### config.mk
export PLATFORM = sky130hd
export DESIGN_NAME = ssc_port_sequencer
export DESIGN_NICKNAME = d
export VERILOG_FILES = /design/src/rtl/ssc_port_sequencer_pkg.sv /design/src/rtl/ssc_port_sequencer_sync.sv /design/src/rtl/ssc_port_sequencer.sv
export SDC_FILE = /design/constraint.sdc
export NUM_CORES = 1
export LEC_CHECK = 0
export CAP_MARGIN = 20
export CORE_MARGIN = 2
export CORE_UTILIZATION = 40
export DETAILED_ROUTE_END_ITERATION = 8
export GPL_ROUTABILITY_DRIVEN = 0
export PLACE_DENSITY = 0.7
export SLEW_MARGIN = 20
export SYNTH_ARGS = -nofsm -noshare
export SYNTH_HDL_FRONTEND = slang
export SYNTH_SLANG_ARGS = --single-unit
### constraint.sdc
create_clock -name clk -period 1.8 [get_ports clk]
set_clock_uncertainty 0.1 [all_clocks]
set_input_delay 0.27 -clock clk [delete_from_list [all_inputs] [get_ports clk]]
set_output_delay 0.27 -clock clk [all_outputs]
set_load 0.1 [all_outputs]
### src/rtl/ssc_port_sequencer_pkg.sv
`default_nettype none
// ============================================================================
// Module   : ssc_port_pkg
// Purpose  : Shared definitions for the SSC port sequencer: sequencer state
//            encoding, downstream port index map and small helpers.
// Revision : 1.0 - initial release
// ============================================================================
package ssc_port_pkg;

  // Sequencer states; 3 bits hold all five states.
  typedef enum logic [2:0] {
    ST_IDLE   = 3'd0,
    ST_SETTLE = 3'd1,
    ST_ARMED  = 3'd2,
    ST_ACTIVE = 3'd3,
    ST_HOLD   = 3'd4
  } seq_state_t;

  // Number of physical ports behind the SSC mux.
  localparam int SSC_NUM_PORTS = 25;

  // Port index map: each cartridge band owns a WCA port followed by a BIAS port.
  localparam logic [4:0] PORT_B1_WCA     = 5'd0;
  localparam logic [4:0] PORT_B1_BIAS    = 5'd1;
  localparam logic [4:0] PORT_B2_WCA     = 5'd2;
  localparam logic [4:0] PORT_B2_BIAS    = 5'd3;
  localparam logic [4:0] PORT_B3_WCA     = 5'd4;
  localparam logic [4:0] PORT_B3_BIAS    = 5'd5;
  localparam logic [4:0] PORT_B4_WCA     = 5'd6;
  localparam logic [4:0] PORT_B4_BIAS    = 5'd7;
  localparam logic [4:0] PORT_B5_WCA     = 5'd8;
  localparam logic [4:0] PORT_B5_BIAS    = 5'd9;
  localparam logic [4:0] PORT_B6_WCA     = 5'd10;
  localparam logic [4:0] PORT_B6_BIAS    = 5'd11;
  localparam logic [4:0] PORT_B7_WCA     = 5'd12;
  localparam logic [4:0] PORT_B7_BIAS    = 5'd13;
  localparam logic [4:0] PORT_B8_WCA     = 5'd14;
  localparam logic [4:0] PORT_B8_BIAS    = 5'd15;
  localparam logic [4:0] PORT_B9_WCA     = 5'd16;
  localparam logic [4:0] PORT_B9_BIAS    = 5'd17;
  localparam logic [4:0] PORT_B10_WCA    = 5'd18;
  localparam logic [4:0] PORT_B10_BIAS   = 5'd19;
  localparam logic [4:0] PORT_POWER_DIST = 5'd20;
  localparam logic [4:0] PORT_IF_SWITCH  = 5'd21;
  localparam logic [4:0] PORT_CRYOSTAT   = 5'd22;
  localparam logic [4:0] PORT_LOPR       = 5'd23;
  localparam logic [4:0] PORT_SPARE      = 5'd24;

  // Larger of two integers, used to size the shared interval counter.
  function automatic int max_int(input int a, input int b);
    return (a > b) ? a : b;
  endfunction

endpackage : ssc_port_pkg
`default_nettype wire

### src/rtl/ssc_port_sequencer_sync.sv
`default_nettype none
// ============================================================================
// Module   : sync_2ff
// Purpose  : Two-flop synchronizer for an asynchronous level. Resets to 1 so
//            an idle-high sync line does not produce a false falling edge
//            when reset is released.
// Revision : 1.0 - initial release
// ============================================================================
module sync_2ff (
  input  logic clk,
  input  logic rst_n,
  input  logic din,
  output logic dout
);

  logic meta;

  // Two-stage capture of the asynchronous input into the clk domain.
  always_ff @(posedge clk or negedge rst_n) begin
    if (!rst_n) begin
      meta <= 1'b1;
      dout <= 1'b1;
    end else begin
      meta <= din;
      dout <= meta;
    end
  end

endmodule : sync_2ff
`default_nettype wire

### src/rtl/ssc_port_sequencer.sv
`default_nettype none
// ============================================================================
// Module   : ssc_port_sequencer
// Purpose  : Owns the SSC port mux select. Accepts one port request at a
//            time, waits a settle interval after a select change, grants the
//            bus, then freezes the select for the SSC frame plus a hold time.
// Config   : SSC_PORT_SEQ_TIMEOUT_EN - when defined, ARMED gives up after
//            TIMEOUT_CYCLES without a frame start and pulses errTimeout.
// Revision : 1.0 - initial release
// ============================================================================
module ssc_port_sequencer
  import ssc_port_pkg::*;
#(
  parameter int NUM_PORTS      = SSC_NUM_PORTS,
  parameter int PARK_PORT      = int'(PORT_SPARE),
  parameter int SETTLE_CYCLES  = 8,
  parameter int HOLD_CYCLES    = 4,
  parameter int TIMEOUT_CYCLES = 1024
) (
  input  logic       clk,
  input  logic       rstN,
  input  logic       reqValid,
  input  logic [4:0] reqPort,
  output logic       reqReady,
  input  logic       sscSync1,
  output logic [4:0] sscPort,
  output logic       grant,
  output logic       done,
  output logic       errInvalid,
  output logic       errTimeout,
  output logic       busy
);

  // One counter serves settle, hold and (optionally) timeout intervals.
  localparam int CNT_MAX = max_int(max_int(SETTLE_CYCLES, HOLD_CYCLES), TIMEOUT_CYCLES);
  localparam int CNT_W   = $clog2(CNT_MAX + 1);

  // Counters are loaded with N-1 so the state lasts exactly N cycles.
  localparam logic [CNT_W-1:0] SETTLE_LOAD = CNT_W'(SETTLE_CYCLES - 1);
  localparam logic [CNT_W-1:0] HOLD_LOAD   = CNT_W'(HOLD_CYCLES - 1);
  localparam logic [CNT_W-1:0] CNT_ZERO    = '0;
  localparam logic [CNT_W-1:0] CNT_ONE     = CNT_W'(1);
  localparam logic [4:0]       PARK_SEL    = 5'(PARK_PORT);

`ifdef SSC_PORT_SEQ_TIMEOUT_EN
  localparam logic [CNT_W-1:0] TIMEOUT_LAST = CNT_W'(TIMEOUT_CYCLES - 1);
  logic err_timeout_q;
`endif

  seq_state_t       state;
  logic [CNT_W-1:0] cnt;
  logic             sync_s;
  logic             sync_prev;
  logic             frame_start;
  logic             req_invalid;

  sync_2ff u_sync (
    .clk   (clk),
    .rst_n (rstN),
    .din   (sscSync1),
    .dout  (sync_s)
  );

  // Edge register: remembers the previous synchronized sync level.
  always_ff @(posedge clk or negedge rstN) begin
    if (!rstN) begin
      sync_prev <= 1'b1;
    end else begin
      sync_prev <= sync_s;
    end
  end

  // A frame starts on a 1->0 of the synchronized sync; a line that is
  // already low when ARMED is entered has sync_prev low and is not a start.
  assign frame_start = sync_prev & ~sync_s;
  assign req_invalid = int'(reqPort) >= NUM_PORTS;

  // Sequencer FSM; the select and all pulses are registered here.
  always_ff @(posedge clk or negedge rstN) begin
    if (!rstN) begin
      state      <= ST_IDLE;
      sscPort    <= PARK_SEL;
      reqReady   <= 1'b1;
      grant      <= 1'b0;
      done       <= 1'b0;
      errInvalid <= 1'b0;
      cnt        <= CNT_ZERO;
`ifdef SSC_PORT_SEQ_TIMEOUT_EN
      err_timeout_q <= 1'b0;
`endif
    end else begin
      grant      <= 1'b0;
      done       <= 1'b0;
      errInvalid <= 1'b0;
`ifdef SSC_PORT_SEQ_TIMEOUT_EN
      err_timeout_q <= 1'b0;
`endif
      case (state)
        ST_IDLE: begin
          if (reqValid && reqReady) begin
            if (req_invalid) begin
              errInvalid <= 1'b1;
            end else if (reqPort == sscPort) begin
              // Mux already points there: nothing to settle.
              state    <= ST_ARMED;
              grant    <= 1'b1;
              reqReady <= 1'b0;
              cnt      <= CNT_ZERO;
            end else begin
              sscPort  <= reqPort;
              cnt      <= SETTLE_LOAD;
              state    <= ST_SETTLE;
              reqReady <= 1'b0;
            end
          end
        end

        ST_SETTLE: begin
          if (cnt == CNT_ZERO) begin
            state <= ST_ARMED;
            grant <= 1'b1;
          end else begin
            cnt <= cnt - CNT_ONE;
          end
        end

        ST_ARMED: begin
          if (frame_start) begin
            state <= ST_ACTIVE;
            cnt   <= CNT_ZERO;
          end
`ifdef SSC_PORT_SEQ_TIMEOUT_EN
          else if (cnt == TIMEOUT_LAST) begin
            err_timeout_q <= 1'b1;
            state         <= ST_IDLE;
            reqReady      <= 1'b1;
            cnt           <= CNT_ZERO;
          end else begin
            cnt <= cnt + CNT_ONE;
          end
`endif
        end

        ST_ACTIVE: begin
          if (sync_s) begin
            cnt   <= HOLD_LOAD;
            state <= ST_HOLD;
            done  <= (HOLD_CYCLES == 1);
          end
        end

        ST_HOLD: begin
          if (cnt == CNT_ZERO) begin
            state    <= ST_IDLE;
            reqReady <= 1'b1;
          end else begin
            cnt  <= cnt - CNT_ONE;
            done <= (cnt == CNT_ONE);
          end
        end

        default: begin
          state    <= ST_IDLE;
          reqReady <= 1'b1;
        end
      endcase
    end
  end

`ifdef SSC_PORT_SEQ_TIMEOUT_EN
  assign errTimeout = err_timeout_q;
`else
  assign errTimeout = 1'b0;
`endif

  assign busy = (state != ST_IDLE);

endmodule : ssc_port_sequencer
`default_nettype wire

Word-level counts from Yosys, hierarchy flattened
Cells that the tools add are included.
W data, S select, Z words.
Storage, ports and cells
  input port bits: 9
  bits in registers: 26
Cells by class
  reduce and logical (&&, ||, !) cells: 11
  mux-type cells: 29
  equality and inequality tests: 13
  add/sub/neg operators: 1
  bitwise gates (word level): 5
  $lt $le $gt $ge: 1
Operator list (count)
  $mux W11: 5
  $pmux W11 S4: 1
  $mux W3: 7
  $pmux W3 S5: 1
  $mux W1: 12
  $ne A2 B2 Y1 const B: 6
  $reduce_and A6 Y1: 2
  $eq A11 B1 Y1 const B: 1
  $logic_not A11 Y1: 1
  $sub A11 B1 Y11 const B: 1
  $reduce_and A4 Y1: 2
  $eq A3 B2 Y1 const B: 2
  $eq A5 B5 Y1: 1
  $ge A5 B5 Y1 const B: 1
  $not A1 Y1: 4
  $reduce_bool A4 Y1: 1
  $eq A3 B1 Y1 const B: 1
  $eq A3 B3 Y1 const B: 1
  $logic_not A3 Y1: 1
  $pmux W1 S3: 1
  $reduce_bool A3 Y1: 1
  $reduce_or A3 Y1: 1
  $mux W2: 1
  $ne A2 B1 Y1 const B: 1
  other kinds (4): 4

Longest topological paths before layout
  word-level depth: 5
  gate-level depth with buffers: 8
  gate-level depth less buffers: 7

Hierarchy
Synthesis repeated with hierarchy kept, for this count alone.
Unflattened totals
  cells, all modules: 161
  area, all modules: 1502.7 um2
By module, submodules not included
  ssc_port_sequencer: times used 1, seq. area each 605.6 um2, area an instance 1450.1 um2, cells an instance 159
  sync_2ff: times used 1, seq. area each 52.6 um2, area an instance 52.6 um2, cells an instance 2

Worst setup path before layout
OpenSTA, ideal clock, no wires.
  path type: reg2reg
  from: register state[2]
  to: register cnt[0]
  stages on the path, launching flop included: 7
  period minus slack after synthesis: 2695 ps
  slack: -895 ps
  arrival time: 2471 ps
  cell sequence: dfrtp_1 > clkbuf_1 > or3_1 > clkbuf_1 > o22ai_2 > a21oi_1 > mux2_2
On the way
  cells in the longest elaborated chain, start to end: 4
Ends and longest elaborated chain
  start: declaration: line ssc_port_sequencer.sv:50  | seq_state_t state;
  start signal: assignment: line ssc_port_sequencer.sv:81  | state <= ST_IDLE;
  start signal: assignment: line ssc_port_sequencer.sv:105  | state <= ST_ARMED;
  start signal: assignment: line ssc_port_sequencer.sv:112  | state <= ST_SETTLE;
  $eq A3 B3 Y1 or $eq A3 B1 Y1 (tied branches): line ssc_port_sequencer.sv:98  | case (state)
  $reduce_or A2 Y1 (no source line)
  $ne A2 B2 Y1 (no source line) or $reduce_bool A4 Y1 (tied branches)
  $reduce_and A6 Y1 (no source line)
  end signal: assignment: line ssc_port_sequencer.sv:123  | cnt <= cnt - CNT_ONE;
  end signal: assignment: line ssc_port_sequencer.sv:157  | cnt <= cnt - CNT_ONE;
  end: declaration: line ssc_port_sequencer.sv:51  | logic [CNT_W-1:0] cnt;
Several ways; a longest one is shown, not always the timed one.
A chain may end at the register's enable or synchronous reset.

Worst setup path after layout
  from: register cnt[0]
  to: register cnt[9]
On the way
  cells in the longest elaborated chain, start to end: 3
Ends and longest elaborated chain
  $sub A11 B1 Y11 or $logic_not A11 Y1 (tied branches)
  $mux W11 or $ne A2 B2 Y1 (tied branches)
  $pmux W11 S4 or $reduce_and A6 Y1 (tied branches)
Several ways; a longest one is shown, not always the timed one. The select of a mux whose other input is x is not followed.

==> summary.txt <==
CTS Root Cell: clkbuf_8
CTS tree: done
vias in the first global route: 1518
CP cell instances: or3_4 -> or4_4 -> nor4b_4 -> o21bai_1 -> a22o_1
startpoint types: flop
CTS Sinks: 26
GR Util All Layers: 21.7%
multi-input combinational cell area: 0.00100 sq mm
CP max stage delay: 0.47 ns
register area: 676 sq um
vias per cell: 5.65
antenna-violating nets left: 0
Die X: 65.5 um
worst skew pair latency: 0.28 ns
CTS buffer count: 3
RSZ-0062 raised after global routing: true
fill count: 263
worst-path maximum fanout: 4
Critical-path top delay cell: or4_4
Die Footprint: 0.00429 sq mm
Max Clock Freq: 498 MHz
HPWL after DPL: 2.90 mm
Netlist cell types: 51
# rows: 22
Core Area: 0.00366 sq mm
drt pass-1 iters: 4
asr flop ratio synth: 100%
CP Data Arrival Time: 2.09 ns
Final period util: 112%
clk slew on worst S/H paths: 0.10 ns
Clock Path Buffers: 2
diode count: 0
max_cap viols: 0
Post-synth EDFFs: 0
clock period minus worst slack: 2.01 ns
Seq/Total Area, Yosys: 43.5%
Slew Limit Fails: 0
layout cells sized above 1: 50.2%
final net count: 230
Setup violations, final: 11
Initial Util: 41.3%
H-tree depth: 1
Area Growth Syn to Fin: 62.7%
cell area after synthesis: 0.00151 sq mm
Crit Path Category: flop to flop
drt initial violations: 61
final core utilization: 67.2%
number of synthesized register bits: 26
DRC viols: 0
final worst slack: -0.208 ns
wire per inst: 16.7 um
outcome: finished, violations left
grt total ovfl: 0
hold crit path type: input pin to async pin
Final Hold Viols: 0
I/O pin cnt: 20
synth warn: 0
Synth Flop Type: dfrtp_1
DR vias: 1496
Avg Cell Area, Syn: 9.45 sq um
Mapped Cells: 160
failing checks: setup timing
cts hold-fix bufs: 0
port buffer count: 18
Post-Route WL: 4.42 mm
CP required: 1.88 ns
CP endpoint kind: flop
largest net degree at the start of global routing: 27
first-pass GRT wire length: 7.15 mm
initial antenna violation count: 0
Net Count, Synth: 172
die height: 65.5 um
## flip-flops by register name, summed over array words and instances (netlist names)
register	cells
state	3
done	1
reqReady	1
cnt	11
sscPort	5
errInvalid	1
grant	1
sync_prev	1
u_sync.meta	1
u_sync.dout	1
## path summary, 6_finish.rpt
kind	depth (start not counted)	slack, ns	startpoint	end
max in group asynchronous	2	1.06	rstN	sscPort[4]
max	5	-0.21	cnt[0]	cnt[9]
min in group clk	0	0.26	u_sync.meta	u_sync.dout
min	2	0.24	rstN	sscPort[2]
max reg2reg	5	-0.21	cnt[0]	cnt[9]
min reg2reg	0	0.26	u_sync.meta	u_sync.dout
## placed cells by master (no fill, tap or decap), types with 2 or more instances in the layout
cell type and n:
a21oi_1 7, a21oi_2 2, a21oi_4 2, a31oi_1 2, and3_4 2, buf_12 10
buf_4 38, buf_6 6, clkbuf_8 3, clkdlybuf4s50_1 7, dfrtp_1 15, dfrtp_2 5
dfstp_2 3, dfstp_4 3, ha_1 2, inv_1 4, mux2_2 5, mux2_4 2
nand2_1 13, nand2b_1 2, nand3_1 3, nor2_1 11, nor2_4 2, nor2b_1 2
nor3_1 3, nor3b_1 2, nor4b_4 2, o211ai_1 3, o21a_1 2, o21ai_0 3
o21ai_1 6, o21ai_2 4, or3_4 2, or4_4 2, xnor2_1 5
## cells by family (layout without fill, tap and decap cells)
| logic type | after synthesis | count (layout) | synth area share [%] |
|---|---|---|---|
| compound gates | 47 | 47 | 20.5 |
| xor+xnor | 5 | 5 | 2.89 |
| fa+ha+maj | 3 | 3 | 2.48 |
| buf+inv | 14 | 71 | 3.81 |
| flops | 26 | 26 | 43.5 |
| mux | 7 | 7 | 5.21 |
| other cells | 1 | 1 | 0.248 |
| simple gates | 57 | 57 | 21.3 |
## synth_stat cells (2+ instances only)
library cell  count  area, sq um
dfrtp_1          20          500
nor2_1           14         52.6
nand2_1          13         48.8
o21ai_0          13         65.1
a21oi_1          11         55.1
clkbuf_1          7         26.3
mux2_2            7         78.8
dfstp_2           6          158
inv_1             5         18.8
xnor2_1           5         43.8
nand3_1           4         20.0
nor3_1            4         20.0
ha_1              3         37.5
o211ai_1          3         22.5
a31oi_1           2         12.5
and3_1            2         12.5
nand2b_1          2         12.5
nor2b_1           2         12.5
nor3b_1           2         15.0
o21a_1            2         15.0
o31ai_1           2         15.0
or4_1             2         15.0
## final cells by class
cell class                      instances  area share [%]
Timing Repair Buffer                   62            25.7
Multi-Input combinational cell        120            40.7
Clock inverter                          1            1.22
Sequential cell                        26            27.5
Clock buffer                            3            1.68
Inverter                                5           0.864
Tap cell                               48            2.44
## worst max-delay path: cells and delay by family (launching register included)
| kind | cells | cell delay (ns) |
|---|---|---|
| AOI/OAI and AO/OA | 2 | 0.27 |
| DFF | 1 | 0.41 |
| and+or+nand+nor | 3 | 1.10 |
## timing repair
action	4_1_cts	5_1_grt
endpoints found under the setup margin	17	18
buffers inserted	8	2
pin swaps	10	9
resized for setup	37	18
## metal layers
layer	track usage (%)	share of wire [%]
met1	27.8	43
met2	37.1	51
met3	2.05	3.6
met4	9.90	2.0
met5	0	0
## per-stage QoR
step	instances	hold slack [ns]	area (sq um)	setup TNS, ns	setup slack (ns)
4_1_cts	263	0.263	2370	-0.861	-0.194
3_3_place_gp	252	0.246	2120	-5.50	-0.404
5_1_grt	265	0.270	2460	-2.01	-0.264
2_1_floorplan	160	-0.126	1570	-0.553	-0.138
3_5_place_dp	252	0.249	2120	-6.11	-0.440
6_report	265	0.242	2460	-1.22	-0.208
Power is not shown: default switching activity piles up to over one toggle a cycle in this logic, so the estimate is an artifact.
